--- config.mk ---
export PLATFORM = sky130hd
export DESIGN_NAME = mcp_send_rr_arb
export DESIGN_NICKNAME = d
export VERILOG_FILES = /design/src/rtl/mcp_send_rr_arb.sv
export SDC_FILE = /design/constraint.sdc
export NUM_CORES = 1
export LEC_CHECK = 0
export ABC_AREA = 1
export CORE_UTILIZATION = 35
export DETAILED_ROUTE_END_ITERATION = 6
export PLACE_DENSITY = 0.82
export SLEW_MARGIN = 10
export SYNTH_ARGS = -nofsm -noshare
export SYNTH_HDL_FRONTEND = slang
export SYNTH_SLANG_ARGS = --single-unit
--- constraint.sdc ---
create_clock -name clk -period 1.9 [get_ports clk]
set_input_delay 0.38 -clock clk [delete_from_list [all_inputs] [get_ports clk]]
set_output_delay 0.38 -clock clk [all_outputs]
set_load 0.01 [all_outputs]
--- src/rtl/mcp_send_rr_arb.sv ---
// mcp_send_rr_arb
// Round-robin arbiter that funnels NUM_REQ requesters into a single MCP
// sender. A winner is picked in IDLE, its payload is held in adata_in while
// the sender is offered one send pulse, and the FSM then waits in BUSY
// until the sender reports ready again. A BUSY watchdog raises a sticky
// error flag if the sender stays busy for too long.

module mcp_send_rr_arb #(
  parameter int NUM_REQ     = 4,
  parameter int DWIDTH      = 32,
  parameter int TIMEOUT_CYC = 1024
) (
  input  logic                       clk,
  input  logic                       rst,
  input  logic [NUM_REQ-1:0]         req_valid,
  input  logic [NUM_REQ*DWIDTH-1:0]  req_data,
  output logic [NUM_REQ-1:0]         req_ready,
  input  logic                       aready,
  output logic                       asend,
  output logic [DWIDTH-1:0]          adata_in,
  output logic                       busy,
  output logic [$clog2(NUM_REQ)-1:0] cur_owner,
  output logic [15:0]                xfer_cnt,
  input  logic                       err_clr,
  output logic                       err_timeout
);

  localparam int OW = $clog2(NUM_REQ);
  // The watchdog counter is just wide enough to hold TIMEOUT_CYC; with the
  // timeout disabled a single bit is kept so the logic stays well formed.
  localparam int TW = (TIMEOUT_CYC > 0) ? $clog2(TIMEOUT_CYC + 1) : 1;
  localparam logic [TW-1:0] TO_MAX  = '1;
  localparam logic [TW-1:0] TO_LAST = TW'((TIMEOUT_CYC > 0) ? TIMEOUT_CYC - 1 : 0);

  typedef enum logic [1:0] {
    IDLE  = 2'd0,
    ISSUE = 2'd1,
    BUSY  = 2'd2
  } state_t;

  state_t            state;
  logic [TW-1:0]     to_cnt;
  logic              win_found;
  logic [OW-1:0]     win_idx;
  logic [OW-1:0]     cand_idx;
  int                cand;
  logic              grant;
  logic              err_set;

  // Round-robin search: start one past the last owner and take the first
  // active request, wrapping around so the last owner is checked last.
  always_comb begin
    win_found = 1'b0;
    win_idx   = '0;
    cand      = 0;
    cand_idx  = '0;
    for (int k = 1; k <= NUM_REQ; k++) begin
      cand     = (int'(cur_owner) + k) % NUM_REQ;
      cand_idx = OW'(cand);
      if (!win_found && req_valid[cand_idx]) begin
        win_found = 1'b1;
        win_idx   = cand_idx;
      end
    end
  end

  // Handshake outputs follow the registered state; reset masks them so a
  // reset cycle never leaks an accept or a send.
  always_comb begin
    grant     = (state == IDLE) && win_found && !rst;
    req_ready = grant ? (NUM_REQ'(1) << win_idx) : '0;
    asend     = (state == ISSUE) && aready && !rst;
    busy      = (state != IDLE) && !rst;
    err_set   = (TIMEOUT_CYC != 0) && (state == BUSY) && (to_cnt == TO_LAST);
  end

  // Main FSM: grant and capture in IDLE, offer one send in ISSUE, then wait
  // out the sender in BUSY while the watchdog counts up and saturates.
  always_ff @(posedge clk) begin
    if (rst) begin
      state     <= IDLE;
      cur_owner <= OW'(NUM_REQ - 1);
      adata_in  <= '0;
      xfer_cnt  <= '0;
      to_cnt    <= '0;
    end else begin
      case (state)
        IDLE: begin
          if (win_found) begin
            cur_owner <= win_idx;
            adata_in  <= req_data[int'(win_idx)*DWIDTH +: DWIDTH];
            state     <= ISSUE;
          end
        end
        ISSUE: begin
          if (aready) begin
            state    <= BUSY;
            xfer_cnt <= xfer_cnt + 16'd1;
            to_cnt   <= '0;
          end
        end
        BUSY: begin
          if (aready) begin
            state <= IDLE;
          end
          if (to_cnt != TO_MAX) begin
            to_cnt <= to_cnt + TW'(1);
          end
        end
        default: begin
          state <= IDLE;
        end
      endcase
    end
  end

  // Sticky timeout flag; a new timeout in the same cycle as a clear wins.
  always_ff @(posedge clk) begin
    if (rst) begin
      err_timeout <= 1'b0;
    end else if (err_set) begin
      err_timeout <= 1'b1;
    end else if (err_clr) begin
      err_timeout <= 1'b0;
    end
  end

endmodule

==> metrics.md <==
| Metric | Value |
|---|---|
| Startpoint-to-endpoint class of the critical path | reg2out |
| Number of global-route vias before repair | 4,739 |
| Number of levels the H-tree was split into | 3 |
| Type of the most critical hold path | reg2reg |
| Final global-route overflow total | 0 |
| Share of the core filled with cells in the final layout | 0.6283 |
| Power density of the placed cells | 1715 nW/um^2 |
| Min Clock Period, post-route | 2.256 ns |
| First-pass GRT wire length | 22,380 um |
| Area enclosed by the die boundary | 12,200 um^2 |
| Number of buffers added on ports | 192 |
| Synthesis Warnings | 0 |
| Maximum ir drop on the vdd rail | a little under 1 mV |
| EDFF count, synth | 0 |
| Layout overhead on the synthesized area | 74.23% |
| Final routed DRC violation total | 0 |
| Overall track demand over capacity in global routing | 0.2224 |
| Antenna diode instance count | 0 |
| Final ANT Viol Nets | 0 |
| Final setup viols | 36 |
| Y dimension of the die | 110.5 um |
| Max-slew violation total from the final report | 0 |
| Area of the mapped netlist | 4118 um^2 |
| Launching element type of the critical path | flip-flop |
| Failing checks | negative setup slack |
| Post-synthesis cell type count | 36 |
| Synth Register Bits | 64 |
| Part of the power in registers | 0.150 |
| Share of synthesized registers carrying an async set or reset | 0 |
| Max Fclk | roughly 440 MHz |
| # rows | 39 |
| Fraction of layout instances using a drive strength above 1 | 0.1656 |
| Iteration-0 DRC count of the detailed router | 396 |
| Final GP Congestion | 0.8719 |
| Post-route clock period utilization | 1.187 |
| Synthesized area divided by synthesized cell count | 5.933 um^2 |
| Part of the power in the clock network | 0.135 |
| LEAKAGE | 3.257 nW |
| Endpoints failing hold | 0 |
| Synth Instances | around 690 |
| Initial core utilization | 0.3606 |
| HPWL after detailed placement | 10,060 um |
| Setup repair after global routing missed its margin | true |
| # clock sinks | 64 |
| Combinational cell fraction of total power | 0.715 |
| Worst max-slew margin expressed relative to the limit | 0.6821 |
| Number of maximum-capacitance constraint violations | 0 |
| Clock latency of the later-clocked register in the worst-skew pair | 0.33 ns |
| Nature of the critical path endpoint | primary output |
| Number of nets produced by synthesis | about 830 |
| Switching power summed over all nets | between 0.005 and 0.006 W |
| Vias per cell | 4.977 |
| TritonCTS clock tree | built |
| Final design area excluding fillers | 7174 um^2 |
| Die outline width | 110.5 um |
| Worst-case clock skew | ~0.0067 ns |
| Largest net degree at the start of global routing | 65 |
| Clock root cell | clkbuf_16 |
| Flip-flop cell with the highest count after synthesis | dfxtp_1 |
| Deepest clock path buffer count | 2 |
| Detail-routed net length per standard cell | 13.89 um |
| Fraction of power spent switching nets | 0.4690 |
| Dpl cell area | 6364 um^2 |
| Top-area cell type share of the netlist area | 0.3112 |
| Required time worst endpoint | about 1.5 ns |
| Number of CTS-inserted buffers | 9 |
| Aggregate routed wire length | approximately 15,000 um |
| Result of the run | finished, violations left |
| Seq/Total Area, Yosys | 0.3112 |
| Clock-pin slew reported for the worst setup and hold paths after clock tree synthesis | 0.05 ns |
| Internal | 0.006535 W |
| Net count, final | 1,051 |
| Synth area leader | dfxtp_1 |
| Initial antenna violation count | 0 |
| Num ports | 193 |
| Highest fanout seen on the critical path | 5 |
| Placeable core area | about 11,000 um^2 |
| Actual slew at the worst max-slew pin | between 0.4 and 0.5 ns |
| Vias | between 5,000 and 6,000 |
| Setup slack after layout | -0.3559 ns |
| Router iterations before antenna repair | 6 |
| Arrival time of the worst setup path | 1.88 ns |
| Synth top area cells | dfxtp_1 31%, nand2_1 20%, nand3_1 15% |
-- worst max-delay path, stage by stage (launching register included) --
cell,delay [ns]
dfxtp_4,0.37
buf_6,0.14
nand2_4,0.07
nand2_4,0.06
nand2_4,0.08
nand2_4,0.05
nor2_4,0.14
nand3_2,0.10
nand2_4,0.08
nand2_4,0.07
buf_8,0.14
nor3_4,0.11
buf_6,0.13
-- metal layers --
metal,wire (um),GRT usage,vias to the layer above
met3,1136,0.06092,25
li1,-,-,2670
met4,274,0.06222,0
met2,7259,0.3913,202
met5,0,0,-
met1,6068,0.2633,2384
-- timing repair --
item / CTS / global route
gates cloned: 0 / 4
setup endpoints to repair: 39 / 44
pin swaps: 15 / 31
hold buffers: 0 / 0
buffers inserted: 6 / 7
resized for setup: 52 / 62
-- worst paths after layout --
path	from	end	slack, ns	depth (start not counted)
hold reg to reg	err_timeout	err_timeout	0.46	2
hold / removal	err_timeout	err_timeout	0.46	2
setup reg to reg	cur_owner[0]	adata_in[22]	-0.32	17
setup / recovery	cur_owner[0]	req_ready[1]	-0.36	12
-- power by group through the flow --
stage	sequential (W)	clock [W]	combinational [W]
after floorplan	0.00197	0	0.00482
after global placement	0.00186	0	0.00682
after detailed placement	0.00187	0	0.00689
after CTS	0.00184	0.00169	0.00727
after global routing	0.00189	0.00175	0.00968
final	0.00185	0.00166	0.00880
-- layout by cell type (no fill, tap or decap), types with 5 or more instances in the layout --
master | Yosys | final
nand2_1 | 219 | 183
clkdlybuf4s50_1 | 0 | 181
nand3_1 | 123 | 115
nor2_1 | 91 | 82
dfxtp_1 | 64 | 62
inv_1 | 48 | 48
buf_4 | 4 | 38
o21ai_0 | 28 | 28
nand2_2 | 5 | 25
a21oi_1 | 25 | 25
nand2_4 | 2 | 17
clkbuf_16 | 0 | 13
nor3_1 | 15 | 11
nor2_2 | 3 | 10
nand3_2 | 1 | 9
buf_6 | 5 | 9
dlygate4sd2_1 | 0 | 7
nand4_1 | 5 | 5
buf_12 | 0 | 5
-- area by class of cell --
| class | instances | area (um^2) |
|---|---|---|
| clock buffers | 11 | 242.7 |
| well taps | 143 | 178.9 |
| repair buffers | 245 | 2475 |
| clock inverters | 5 | 56.30 |
| multi-input cells | 539 | 2718 |
| flip-flops and latches | 64 | 1289 |
| fillers | 1041 | 4244 |
| inverters | 54 | 215.2 |
-- cells by family (layout without fill, tap and decap cells) --
group / after synthesis / in the layout / synth area share
AO/OA/AOI/OAI: 60 / 60 / 0.07718
AND/OR/NAND/NOR: 474 / 474 / 0.4974
flip-flops: 64 / 64 / 0.3112
buffers and inverters: 91 / 315 / 0.1018
adder cells (fa/ha/maj): 2 / 2 / 0.006076
XOR/XNOR: 3 / 3 / 0.006382
-- stage by stage --
stage               setup slack [ns]  total power (W)  setup TNS (ns)  hold WS, ns  cells
floorplan                    -0.1015         0.006789         -0.3945       0.4568    694
global placement             -0.8923         0.008676          -25.20       0.4530   1029
detailed placement           -0.9034         0.008760          -26.17       0.4510   1029
CTS                          -0.3858          0.01080          -7.465       0.4601   1050
global route                 -0.4754          0.01332          -11.67       0.5033   1061
finish                       -0.3559          0.01231          -6.492       0.4599   1061
-- flip-flops by register name (all words and copies together) (netlist names) --
name / cells
adata_in: 32
err_timeout: 1
cur_owner: 2
xfer_cnt: 16
to_cnt: 11
state: 2
-- synthesized netlist by cell type, types with 5 or more instances --
master	n
a21oi_1	25
buf_2	18
buf_6	5
clkbuf_1	8
dfxtp_1	64
inv_1	48
nand2_1	219
nand2_2	5
nand3_1	123
nand4_1	5
nor2_1	91
nor3_1	15
o21ai_0	28
Note: power is estimated with default switching activity, not from simulation.
